--- src/rtl/alu_exec_stage.sv ---
//==============================================================================
// Module      : alu_exec_stage
// Description : Execute stage of the 8-bit accumulator CPU. Runs single-cycle
//               ALU ops or shift-add MUL and returns a one-cycle writeback.
// Revision    : 1.0 - initial release
//==============================================================================
`default_nettype none

module alu_exec_stage #(
    parameter logic [2:0] ACC_ADDR  = 3'd7,
    parameter int         MUL_STEPS = 8
) (
    input  logic       clk,
    input  logic       reset,
    input  logic       op_valid,
    output logic       op_ready,
    input  logic [2:0] op_code,
    input  logic [2:0] op_dest,
    input  logic [7:0] reg_acc_in,
    input  logic [7:0] reg_b_in,
    output logic [7:0] wb_data,
    output logic [2:0] wb_addr,
    output logic       wb_en,
    output logic       flag_z,
    output logic       flag_c,
    output logic       busy
);

    localparam int CNT_W = (MUL_STEPS > 1) ? $clog2(MUL_STEPS) : 1;
    localparam logic [CNT_W-1:0] c_CNT_LAST = CNT_W'(MUL_STEPS - 1);
    localparam logic [2:0] c_OP_MUL = 3'b110;

    typedef enum logic [1:0] {
        S_IDLE = 2'd0,
        S_EXEC = 2'd1,
        S_MUL  = 2'd2,
        S_WB   = 2'd3
    } state_t;

    state_t           r_state;
    logic [2:0]       r_code;
    logic [2:0]       r_dest;
    logic [7:0]       r_acc;
    logic [7:0]       r_b;
    logic [15:0]      r_mcand;
    logic [7:0]       r_mplier;
    logic [15:0]      r_prod;
    logic [CNT_W-1:0] r_cnt;
    logic [7:0]       r_wb_data;
    logic [2:0]       r_wb_addr;
    logic             r_wb_en;
    logic             r_flag_z;
    logic             r_flag_c;

    logic [8:0]       w_res9;
    logic [15:0]      w_prod_next;

    // Bit 8 of the 9-bit result is the carry/borrow/shifted-out bit.
    always_comb begin
        w_res9 = 9'd0;
        case (r_code)
            3'b000:  w_res9 = {1'b0, r_acc} + {1'b0, r_b};
            3'b001:  w_res9 = {1'b0, r_acc} - {1'b0, r_b};
            3'b010:  w_res9 = {1'b0, r_acc & r_b};
            3'b011:  w_res9 = {1'b0, r_acc | r_b};
            3'b100:  w_res9 = {1'b0, r_acc ^ r_b};
            3'b101:  w_res9 = {1'b0, r_acc} << r_b[2:0];
            3'b111:  w_res9 = {1'b0, r_b};
            default: w_res9 = 9'd0;
        endcase
    end

    assign w_prod_next = r_prod + (r_mplier[0] ? r_mcand : 16'd0);

    always_ff @(posedge clk) begin
        if (reset) begin
            r_state   <= S_IDLE;
            r_code    <= 3'd0;
            r_dest    <= ACC_ADDR;
            r_acc     <= 8'd0;
            r_b       <= 8'd0;
            r_mcand   <= 16'd0;
            r_mplier  <= 8'd0;
            r_prod    <= 16'd0;
            r_cnt     <= '0;
            r_wb_data <= 8'd0;
            r_wb_addr <= 3'd0;
            r_wb_en   <= 1'b0;
            r_flag_z  <= 1'b0;
            r_flag_c  <= 1'b0;
        end else begin
            r_wb_en <= 1'b0;
            case (r_state)
                S_IDLE: begin
                    if (op_valid) begin
                        r_code   <= op_code;
                        r_dest   <= op_dest;
                        r_acc    <= reg_acc_in;
                        r_b      <= reg_b_in;
                        r_mcand  <= {8'd0, reg_acc_in};
                        r_mplier <= reg_b_in;
                        r_prod   <= 16'd0;
                        r_cnt    <= '0;
                        r_state  <= (op_code == c_OP_MUL) ? S_MUL : S_EXEC;
                    end
                end
                S_EXEC: begin
                    r_wb_data <= w_res9[7:0];
                    r_wb_addr <= r_dest;
                    r_wb_en   <= 1'b1;
                    r_flag_z  <= (w_res9[7:0] == 8'd0);
                    r_flag_c  <= w_res9[8];
                    r_state   <= S_WB;
                end
                S_MUL: begin
                    r_prod   <= w_prod_next;
                    r_mcand  <= r_mcand << 1;
                    r_mplier <= r_mplier >> 1;
                    r_cnt    <= r_cnt + 1'b1;
                    // Final iteration: publish the product that is being formed now.
                    if (r_cnt == c_CNT_LAST) begin
                        r_wb_data <= w_prod_next[7:0];
                        r_wb_addr <= r_dest;
                        r_wb_en   <= 1'b1;
                        r_flag_z  <= (w_prod_next[7:0] == 8'd0);
                        r_flag_c  <= |w_prod_next[15:8];
                        r_state   <= S_WB;
                    end
                end
                S_WB: begin
                    r_state <= S_IDLE;
                end
                default: r_state <= S_IDLE;
            endcase
        end
    end

    assign op_ready = (r_state == S_IDLE);
    assign busy     = ~op_ready;
    assign wb_data  = r_wb_data;
    assign wb_addr  = r_wb_addr;
    assign wb_en    = r_wb_en;
    assign flag_z   = r_flag_z;
    assign flag_c   = r_flag_c;

endmodule

`default_nettype wire

--- config.mk ---
export PLATFORM = sky130hd
export DESIGN_NAME = alu_exec_stage
export DESIGN_NICKNAME = d
export VERILOG_FILES = /design/src/rtl/alu_exec_stage.sv
export SDC_FILE = /design/constraint.sdc
export NUM_CORES = 1
export LEC_CHECK = 0
export ABC_AREA = 1
export CORE_UTILIZATION = 45
export CTS_BUF_LIST = sky130_fd_sc_hd__clkbuf_4 sky130_fd_sc_hd__clkbuf_8
export DETAILED_ROUTE_END_ITERATION = 6
export DONT_BUFFER_PORTS = 1
export GPL_TIMING_DRIVEN = 1
export SYNTH_ARGS = -nofsm -noshare
export SYNTH_HDL_FRONTEND = slang
export SYNTH_SLANG_ARGS = --single-unit
--- constraint.sdc ---
create_clock -name clk -period 4.3 [get_ports clk]
set_input_delay 0.86 -clock clk [delete_from_list [all_inputs] [get_ports clk]]
set_output_delay 0.86 -clock clk [all_outputs]
set_load 0.01 [all_outputs]
==> metrics.csv <==
metric;value;unit
status;completed;
viasPerCell;5.31;
first_pass_iters;5;
r2r-end;flag_z;
fin_nets;936;
antenna_found_initial;0;
pin_count;41;
layout.cells.most_common_list;nand2_1 (276), inv_1 (111), dfxtp_1 (81), a21oi_1 (75), o21ai_0 (61);
vdd_drop_max;566;uV
wl_per_cell;15.4;um
grt_pass1_wl;25100;um
max_freq;305;MHz
track_usage;0.254;
ff2ff_setup_slack;1020;ps
grt_pass1_vias;4923;
final_antenna_net_count;0;
start_util;0.462;
layout-drive-gt1-share;0.0426;
fp.dieW;113;um
slew_headroom;0.597;
synth_area;0.00555;mm2
final.setup.tns;0;ps
hold_class;reg -> reg;
hpwlAfterDp;11900;um
final_common_cell;nand2_1;
routed-via-count;5390;
synth_area_per_cell;6.32;um2
endpoint;flag_z;
insertedDiodeCount;0;
crit_path_start_kind;flop;
layout_worst_path_cycle_share;0.763;
hold_depth;2;
syn_nets;951;
gr-total-overflow;0;
htree_levels;3;
slew_violations;0;
yosysWarnings;0;
hold_viol;0;
worst_pin_slew;604;ps
drc_errors;0;
crit_fanout;21;
synthDistinctLibCells;35;
period_needed;3280;ps
arrival;3580;ps
crit_required;4600;ps
row_count;40;
cts_tree;built;
cts_setup_buffers;0;
die_h;113;um
core_area;0.0120;mm2
setup_viol;0;
setup_ws;1020;ps
drt_iter0_drc;331;
critPathKind;reg -> reg;
synth_seq_cells;81;
rsz0062_at_grt;false;
io_buffer_count;0;
numClockSinks;81;
die-area;0.0128;mm2
worstSkewPairLatency;370;ps
reg2reg_from;r_b[0];
crit_path_end_kind;flop;
gp_congestion;0.897;
p_per_area;601;mW/mm2
areaGrowthSynthToFinish;5.87;%
cts_resized;0;
drt_wl_total;15600;um
skew;8.65;ps
r2r_cells;17;
dpl_worst_slack;1090;ps
cts_hold_buffers;0;
grt_max_degree;42;
clk_pin_slew;80;ps
cts-root-buf;clkbuf_8;
power.leakage;2.91;nW
seq_area_frac_synth;0.292;
synthCells;878;
crit_path_start;r_b[0];
clockBufferDepth;2;
numCtsBuffers;9;
cap_violations;0;
## cell type report
type / instances / area [um2]
clock inverters: 4 / 77.6
inverters: 116 / 435
flip-flops and latches: 81 / 1620
well taps: 147 / 184
repair buffers: 7 / 52.6
fillers: 1276 / 6140
clock buffers: 12 / 146
multi-input cells: 648 / 3350
## cells in the mapped netlist
cell type,count,area (um2)
or2_2,6,37.5
inv_1,111,417
o2bb2ai_1,1,8.76
and2_1,2,12.5
xor2_1,10,87.6
a31oi_1,20,125
a22oi_1,1,7.51
a21oi_1,75,375
nand3b_1,2,15.0
xnor2_1,4,35.0
nand3_1,57,285
buf_1,3,11.3
ha_1,46,576
nand3_2,1,10.0
clkbuf_2,1,5.00
a221oi_1,1,8.76
fa_1,2,40.0
o2111ai_1,1,8.76
inv_2,5,18.8
nor2_2,1,6.26
and3_1,1,6.26
o211ai_1,5,37.5
o21ai_0,61,305
clkbuf_1,20,75.1
or2_0,1,6.26
nand4_1,5,31.3
nor2_1,55,206
dfxtp_1,81,1620
o21ai_1,2,10.0
nand2_1,276,1040
o21bai_1,3,22.5
buf_4,1,7.51
buf_2,8,40.0
nor3_1,6,30.0
o22ai_1,3,18.8
## sequential cells by signal, indices dropped and copies added (netlist names), 8 cells and up
signal and cells:
r_mplier 8, r_acc 8, r_mcand 16, wb_data 8, r_b 8, r_prod 16
## power breakdown
group	total (mW)	switching, mW	leakage [nW]	internal (mW)
combinational	1.74	1.16	2.13	0.577
sequential	1.15	0.216	0.663	0.932
clock	0.646	0.297	0.115	0.349
## routing by layer
metal / wire length (um) / global-route usage / vias to the layer above
met3: 974 / 0.0536 / 14
met2: 6460 / 0.373 / 137
met4: 216 / 0.0728 / 0
met5: 0 / 0 / -
li1: - / - / 2799
met1: 7970 / 0.372 / 2440
## cell families (layout without fill, tap and decap cells)
family | Yosys count | count (layout) | synth area share
simple gates | 413 | 413 | 0.303
flops | 81 | 81 | 0.292
buf+inv | 149 | 139 | 0.104
fa+ha+maj | 48 | 48 | 0.111
xor+xnor | 14 | 14 | 0.0221
compound gates | 173 | 173 | 0.167
## metrics by stage
stage	utilization	hold WS, ps	total power [mW]	cell area [um2]	cells
after floorplan	-	429	2.44	5550	878
after global placement	0.470	447	2.85	5650	999
after detailed placement	0.470	455	2.88	5650	999
after CTS	0.489	467	3.53	5870	1015
after global routing	0.489	485	3.85	5870	1015
final	0.489	467	3.53	5870	1015
## how the worst min path moves through the flow
stage	startpoint	to	slack (ps)
2_1_floorplan	r_cnt[0]	r_cnt[0]	430
3_3_place_gp	r_prod[0]	r_prod[0]	450
3_5_place_dp	r_mplier[7]	r_mplier[7]	450
4_1_cts	r_mplier[7]	r_mplier[7]	470
5_1_grt	r_prod[12]	r_prod[12]	490
6_report	r_mplier[7]	r_mplier[7]	470
## critical path, stage by stage (launching register included)
cell and delay (ps):
dfxtp_1 710, inv_1 250, ha_1 260, inv_1 60, nor3_1 60, or2_2 320, xor2_1 140, inv_1 60
ha_1 340, a21oi_1 270, nor2_1 70, nor2_1 120, nand3_1 80, nand3_1 80, nand2_1 70, nor2_1 120
nand3_1 80, a21oi_1 110
Power figures use the tool's default switching activity.
